`config.mk`:
```
export PLATFORM = sky130hd
export DESIGN_NAME = spi_ram_burst_flat
export DESIGN_NICKNAME = d
export VERILOG_FILES = /design/src/rtl/spi_ram_burst_pkg.sv /design/src/rtl/spi_ram_burst_if.sv /design/src/rtl/spi_ram_burst_sp_mem.sv /design/src/rtl/spi_ram_burst.sv /design/src/flat_wrapper.sv
export SDC_FILE = /design/constraint.sdc
export NUM_CORES = 2
export LEC_CHECK = 0
export CORE_ASPECT_RATIO = 1.25
export CORE_UTILIZATION = 31
export CTS_BUF_LIST = sky130_fd_sc_hd__clkbuf_16
export CTS_CLUSTER_DIAMETER = 60
export CTS_CLUSTER_SIZE = 40
export DETAILED_ROUTE_END_ITERATION = 6
export PLACE_DENSITY = 0.44
export REMOVE_ABC_BUFFERS = 1
export SYNTH_ARGS = -nofsm -noshare
export SYNTH_HDL_FRONTEND = slang
export SYNTH_HIERARCHICAL = 1
export SYNTH_SLANG_ARGS = --single-unit
```
`constraint.sdc`:
```
create_clock -name clk -period 4.15 [get_ports clk]
set_input_delay 0.83 -clock clk [delete_from_list [all_inputs] [get_ports clk]]
set_output_delay 0.83 -clock clk [all_outputs]
set_load 0.05 [all_outputs]
```
`src/rtl/spi_ram_burst_pkg.sv`:
```
`default_nettype none
// +----------------------------------------------------------------------------+
// | Package     : spi_ram_pkg                                                  |
// | Description : Command encodings and frame-width helper shared by the       |
// |               SPI burst RAM, its bus interface and its testbench.          |
// | Ports       : none (package)                                               |
// | Revision    : 1.0 - initial release                                        |
// +----------------------------------------------------------------------------+
package spi_ram_pkg;

   // Two command bits sit on top of every frame, above the payload.
   localparam logic [1:0] CMD_SET_WR = 2'b00;
   localparam logic [1:0] CMD_WRITE  = 2'b01;
   localparam logic [1:0] CMD_SET_RD = 2'b10;
   localparam logic [1:0] CMD_READ   = 2'b11;

   function automatic int frame_width(input int data_width);
      return data_width + 2;
   endfunction

endpackage : spi_ram_pkg
`default_nettype wire

```
`src/rtl/spi_ram_burst_if.sv`:
```
`default_nettype none
// +----------------------------------------------------------------------------+
// | Interface   : spi_ram_burst_if                                             |
// | Description : Frame stream from the SPI slave into the RAM block and the   |
// |               read-return handshake back to it.                            |
// | Signals     : din[FRAME_W-1:0] frame {cmd, payload}; rx_valid/rx_ready     |
// |               frame handshake; dout read word; tx_valid/tx_ack read-return |
// |               handshake.                                                   |
// | Modports    : master = SPI slave side, slave = RAM block side.             |
// | Revision    : 1.0 - initial release                                        |
// +----------------------------------------------------------------------------+
interface spi_ram_burst_if #(
   parameter int DATA_WIDTH = 8
);
   import spi_ram_pkg::*;

   localparam int FRAME_W = frame_width(DATA_WIDTH);

   logic [FRAME_W-1:0]    din;
   logic                  rx_valid;
   logic                  rx_ready;
   logic [DATA_WIDTH-1:0] dout;
   logic                  tx_valid;
   logic                  tx_ack;

   modport master (
      output din, rx_valid, tx_ack,
      input  rx_ready, dout, tx_valid
   );

   modport slave (
      input  din, rx_valid, tx_ack,
      output rx_ready, dout, tx_valid
   );

endinterface : spi_ram_burst_if
`default_nettype wire

```
`src/rtl/spi_ram_burst_sp_mem.sv`:
```
`default_nettype none
// +----------------------------------------------------------------------------+
// | Module      : spi_ram_sp_mem                                               |
// | Description : Single-port synchronous RAM with a registered read port.     |
// |               The read register only loads on re_i, so rdata_o holds its   |
// |               value between reads.                                         |
// | Ports       : clk, rst (async, active-high, clears rdata_o only);          |
// |               we_i write enable; re_i read enable; addr_i shared address;  |
// |               wdata_i write data; rdata_o registered read data.            |
// | Revision    : 1.0 - initial release                                        |
// +----------------------------------------------------------------------------+
module spi_ram_sp_mem #(
   parameter int DATA_WIDTH = 8,
   parameter int ADDR_WIDTH = 8
) (
   input  wire logic                  clk,
   input  wire logic                  rst,
   input  wire logic                  we_i,
   input  wire logic                  re_i,
   input  wire logic [ADDR_WIDTH-1:0] addr_i,
   input  wire logic [DATA_WIDTH-1:0] wdata_i,
   output logic      [DATA_WIDTH-1:0] rdata_o
);

   localparam int MEM_DEPTH = 2 ** ADDR_WIDTH;

   // Storage is intentionally not reset; contents are undefined until written.
   logic [DATA_WIDTH-1:0] mem_q [MEM_DEPTH];
   logic [DATA_WIDTH-1:0] rdata_q;

   always_ff @(posedge clk) begin
      if (we_i) begin
         mem_q[addr_i] <= wdata_i;
      end
   end

   always_ff @(posedge clk or posedge rst) begin
      if (rst) begin
         rdata_q <= '0;
      end else if (re_i) begin
         rdata_q <= mem_q[addr_i];
      end
   end

   assign rdata_o = rdata_q;

endmodule : spi_ram_sp_mem
`default_nettype wire

```
`src/rtl/spi_ram_burst.sv`:
```
`default_nettype none
// +----------------------------------------------------------------------------+
// | Module      : spi_ram_burst                                                |
// | Description : Command-decoding RAM behind an SPI slave frame stream, with  |
// |               optional address post-increment for bursts and a             |
// |               tx_valid/tx_ack read-return handshake that backpressures     |
// |               the frame stream through rx_ready.                           |
// | Ports       : clk - rising-edge clock                                      |
// |               rst - asynchronous active-high reset                         |
// |               bus - spi_ram_burst_if.slave (din, rx_valid, rx_ready,       |
// |                     dout, tx_valid, tx_ack)                                |
// | Parameters  : DATA_WIDTH word width, ADDR_WIDTH (<= DATA_WIDTH) address    |
// |               width, AUTO_INC nonzero enables address post-increment.      |
// | Revision    : 1.0 - initial release                                        |
// +----------------------------------------------------------------------------+
module spi_ram_burst
   import spi_ram_pkg::*;
#(
   parameter int DATA_WIDTH = 8,
   parameter int ADDR_WIDTH = 8,
   parameter int AUTO_INC   = 1
) (
   input wire logic     clk,
   input wire logic     rst,
   spi_ram_burst_if.slave bus
);

   localparam logic [ADDR_WIDTH-1:0] ADDR_ONE = ADDR_WIDTH'(1);

   logic [ADDR_WIDTH-1:0] wr_addr_q, wr_addr_d;
   logic [ADDR_WIDTH-1:0] rd_addr_q, rd_addr_d;
   logic                  tx_valid_q, tx_valid_d;

   logic                  w_rx_ready;
   logic                  w_accept;
   logic [1:0]            w_cmd;
   logic [DATA_WIDTH-1:0] w_payload;
   logic                  w_mem_we;
   logic                  w_mem_re;
   logic [ADDR_WIDTH-1:0] w_mem_addr;
   logic [DATA_WIDTH-1:0] w_rdata;

   // A pending read word blocks every command unless it is being acked now,
   // which lets a burst of READs stream one word per cycle.
   assign w_rx_ready = !tx_valid_q || bus.tx_ack;
   assign w_accept   = bus.rx_valid && w_rx_ready;
   assign w_cmd      = bus.din[DATA_WIDTH+1:DATA_WIDTH];
   assign w_payload  = bus.din[DATA_WIDTH-1:0];

   assign w_mem_we   = w_accept && (w_cmd == CMD_WRITE);
   assign w_mem_re   = w_accept && (w_cmd == CMD_READ);
   // One frame per cycle means read and write never collide on the port.
   assign w_mem_addr = w_mem_we ? wr_addr_q : rd_addr_q;

   always_comb begin
      wr_addr_d  = wr_addr_q;
      rd_addr_d  = rd_addr_q;
      tx_valid_d = tx_valid_q;

      // An ack with nothing pending is harmless: tx_valid is already low.
      if (bus.tx_ack) begin
         tx_valid_d = 1'b0;
      end

      if (w_accept) begin
         case (w_cmd)
            CMD_SET_WR: wr_addr_d = w_payload[ADDR_WIDTH-1:0];
            CMD_WRITE: begin
               // Natural ADDR_WIDTH overflow gives the wrap to address 0.
               if (AUTO_INC != 0) begin
                  wr_addr_d = wr_addr_q + ADDR_ONE;
               end
            end
            CMD_SET_RD: rd_addr_d = w_payload[ADDR_WIDTH-1:0];
            CMD_READ: begin
               // A new read overrides a same-edge ack so tx_valid stays high.
               tx_valid_d = 1'b1;
               if (AUTO_INC != 0) begin
                  rd_addr_d = rd_addr_q + ADDR_ONE;
               end
            end
            default: ;
         endcase
      end
   end

   always_ff @(posedge clk or posedge rst) begin
      if (rst) begin
         wr_addr_q  <= '0;
         rd_addr_q  <= '0;
         tx_valid_q <= 1'b0;
      end else begin
         wr_addr_q  <= wr_addr_d;
         rd_addr_q  <= rd_addr_d;
         tx_valid_q <= tx_valid_d;
      end
   end

   spi_ram_sp_mem #(
      .DATA_WIDTH (DATA_WIDTH),
      .ADDR_WIDTH (ADDR_WIDTH)
   ) u_mem (
      .clk     (clk),
      .rst     (rst),
      .we_i    (w_mem_we),
      .re_i    (w_mem_re),
      .addr_i  (w_mem_addr),
      .wdata_i (w_payload),
      .rdata_o (w_rdata)
   );

   assign bus.rx_ready = w_rx_ready;
   assign bus.dout     = w_rdata;
   assign bus.tx_valid = tx_valid_q;

endmodule : spi_ram_burst
`default_nettype wire

```
`src/flat_wrapper.sv`:
```
// flat-port wrapper written by rule: the top's interface ports become plain ports
module spi_ram_burst_flat import spi_ram_pkg::*;
#(
   parameter int DATA_WIDTH = 8,
   parameter int ADDR_WIDTH = 8,
   parameter int AUTO_INC   = 1
)
  (clk, rst, bus_din, bus_rx_valid, bus_tx_ack, bus_rx_ready, bus_dout, bus_tx_valid);
  spi_ram_burst_if #(.DATA_WIDTH(DATA_WIDTH)) bus_i ();
  input wire logic clk;
  input wire logic rst;
  input wire logic [$bits(bus_i.din)-1:0] bus_din;
  input wire logic [$bits(bus_i.rx_valid)-1:0] bus_rx_valid;
  input wire logic [$bits(bus_i.tx_ack)-1:0] bus_tx_ack;
  output wire logic [$bits(bus_i.rx_ready)-1:0] bus_rx_ready;
  output wire logic [$bits(bus_i.dout)-1:0] bus_dout;
  output wire logic [$bits(bus_i.tx_valid)-1:0] bus_tx_valid;
  assign bus_i.din = bus_din;
  assign bus_i.rx_valid = bus_rx_valid;
  assign bus_i.tx_ack = bus_tx_ack;
  assign bus_rx_ready = bus_i.rx_ready;
  assign bus_dout = bus_i.dout;
  assign bus_tx_valid = bus_i.tx_valid;
  spi_ram_burst #(.DATA_WIDTH(DATA_WIDTH), .ADDR_WIDTH(ADDR_WIDTH), .AUTO_INC(AUTO_INC)) u_core (.clk(clk), .rst(rst), .bus(bus_i));
endmodule
```
==> results.md <==
- Most used cell, CP: buf_4
- CTS Hold Bufs: 0
- Total grt overflow: 0
- Drt drc: 0
- Final Critical Period: 4.14 ns
- Synth Instances: 3848
- EDFF count, synth: 2048
- First-pass GRT wire length: 353000 µm
- Crit path capture type: flip-flop
- Area of the mapped netlist: between 80000 and 90000 µm²
- Wire length per cell: 30.6 µm
- Share of cells above drive strength 1: 35.5%
- TNS Setup: 0 ns
- Area of the die: 263000 µm²
- Post-DP HPWL: 170000 µm
- Initial DRC count: a little over 4000
- Hold Fails Final Rpt: 0
- Fmax: 241 MHz
- Clock buffer depth: 4
- Total Wirelength: 253000 µm
- RSZ-0062 raised after global routing: no
- Async SR Flop Fraction: about 1.2%
- GRT Total Usage: 19.1%
- FF-to-FF Start: u_core/bus.tx_valid
- Total power: approximately 47 mW
- Crit-path cells: clkdlybuf4s50_1 -> nor2b_4 -> nand3_4 -> mux2_8 -> buf_12 -> buf_4 -> mux4_2 -> mux2_2 -> o22ai_1 -> a2111oi_4 -> buf_4 -> a311oi_2 -> mux2i_2 -> o2bb2ai_1
- Placer's final routability congestion estimate: about 0.84
- Io pins: 24
- Yosys warning count: 6
- Core area: 260000 µm²
- HP Start: bus_din[7]
- Crit path max-delay family: multiplexers
- Commonest non-fill, non-tap cell in the layout: edfxtp_1
- Core Rows: around 210
- Most frequent cells in the layout: edfxtp_1, buf_4, mux4_2
- HP Class: in -> reg
- Critical path required time: slightly below 5 ns
- Fill count: 23693
- Worst setup path startpoint: bus_din[8]
- Least-Margin Pin Slew: roughly 1.1 ns
- P_leak: 31.3 nW
- Hold WS: 0.442 ns
- Most used DFF post-synth: edfxtp_1
- Post-route ant nets: 0
- Die H: 574 µm
- Final Cell Area: 97300 µm²
- Final nets: approximately 4700
- Skew-Pair Late Insertion Delay: 0.84 ns
- Maximum vdd drop: between 0.2 and 0.3 mV
- Die Width: 459 µm
- Clock transition at path regs: 0.08 ns
- Final setup fails: 0
- Placed standard-cell area: 92600 µm²
- Postcts setup bufs: 0
- Max stage delay cell, worst path: mux4_2
- Starting Density: 31.2%
- Critical Path Source Type: input pin
- Final period utilization: 99.8%
- Delay of the slowest critical-path stage: between 0.5 and 0.6 ns
- Synth-to-layout area growth: 20.1%
- CTS tree: built
- Critical path class: in -> reg
- Pwr dens: between 400 and 500 nW/µm²
- Vias post-DR: 41887
- Distinct cells, synth: 68
- Largest net degree at the start of global routing: 130
- CTS buffer count: 140
- Maxcap violations: 0
- Crit path max fanout: 16
- Worst path buffer plus inverter count: 4
- TritonRoute pass-1 iters: 7
- Clock root cell: clkbuf_16
- Vias in the first global route: 43204
- Outcome: finished, final reports clean
- Number of vias per cell: 5.07
- Seq/Total Area, Yosys: roughly 77%
- Count of pins over their slew limit: 0
- Yosys reg bits: 2073
- Avg Inst Size Synth: 21.1 µm²
- Port bufs: 23
- Clock H-tree levels: 4
- Initial antenna violation count: 14
- Worst rel slew slack: 26.5%
- WP data arrival: 4.84 ns
- Setup Skew: 0.0534 ns
- Clock sinks: 2073
==> final cells by class <==
type	count	area, µm²	area share, %
diodes	4	10.0	0.0103
clock buffers	143	3580	3.68
inverters	9	38.8	0.0399
flip-flops and latches	2073	62100	63.9
clock inverters	98	1110	1.14
well taps	3481	4360	4.48
multi-input cells	1539	17700	18.2
repair buffers	908	8380	8.61
==> state kept, by name, indices dropped and copies added, names as in the netlist <==
name / flops
u_core/u_mem/mem_q: 2048
u_core/wr_addr_q: 8
u_core/u_mem/rdata_o: 8
u_core/rd_addr_q: 8
u_core/bus.tx_valid: 1
==> routing by layer <==
layer / track usage (%) / wire length [µm] / up-vias
met3: 2.07 / 11600 / 280
met1: 25.6 / 106000 / 22849
met2: 32.8 / 128000 / 1095
li1: - / - / 17663
met4: 5.07 / 7360 / 0
met5: 0 / 0 / -
==> final timing paths <==
kind,end,slack [ns],cells past startpoint
min,u_core/u_mem/mem_q[148][7],0.44,1
min reg2reg,u_core/wr_addr_q[7],0.55,2
max in group asynchronous,u_core/wr_addr_q[4],2.91,2
max reg2reg,u_core/u_mem/rdata_o[4],0.20,13
max,u_core/u_mem/rdata_o[4],0.008,14
min in group asynchronous,u_core/u_mem/rdata_o[2],0.63,2
==> cells by family after synthesis <==
group | share of synthesized area, %
AOI/OAI and AO/OA | 2.54
adders and majority gates | 0.0309
buffers and inverters | 1.67
DFF | 76.7
muxes | 15.9
and+or+nand+nor | 3.16
==> where the power goes <==
part / internal [mW] / switching, mW / leakage (nW)
registers: 23.0 / 0.178 / 18.7
clock network: 6.93 / 7.99 / 2.30
logic: 3.96 / 5.17 / 10.4
==> metrics by stage <==
stage,cells,setup WS (ns),util [%]
floorplan,3621,-13.72,-
global placement,8010,-1.36,35.6
detailed placement,8010,-1.32,35.6
CTS,8251,0.0155,37.5
global route,8252,0.0166,37.5
finish,8255,0.00766,37.5
==> repair_timing <==
item                       in CTS  in global routing
setup endpoints to repair       2                  2
resized for setup               5                  2
hold endpoints to repair        0                  0
==> Yosys cell counts (7+ instances only) <==
cell | count | area (µm²)
nand2b_1 | 8 | 50.1
o21ai_0 | 52 | 260
mux4_2 | 502 | 11300
buf_6 | 39 | 439
a32oi_1 | 7 | 61.3
o221ai_1 | 9 | 78.8
a31oi_1 | 21 | 131
a22o_1 | 8 | 70.1
clkbuf_1 | 83 | 312
nand4_1 | 8 | 50.1
edfxtp_1 | 2048 | 61500
a211oi_1 | 9 | 67.6
nand2_1 | 110 | 413
a21oi_1 | 48 | 240
nor4_1 | 13 | 81.3
and2_1 | 10 | 62.6
nand3_1 | 51 | 255
o22ai_1 | 58 | 363
and3_1 | 16 | 100
buf_4 | 24 | 180
buf_1 | 11 | 41.3
mux2i_1 | 108 | 1080
mux2_2 | 44 | 495
dfrtp_1 | 25 | 626
a22oi_1 | 34 | 255
nor3_1 | 27 | 135
buf_2 | 69 | 345
a2111oi_0 | 10 | 87.6
o22a_1 | 11 | 96.3
nor2_1 | 291 | 1090
nor2b_1 | 18 | 113
No activity file was read; power rests on OpenSTA's default activity.
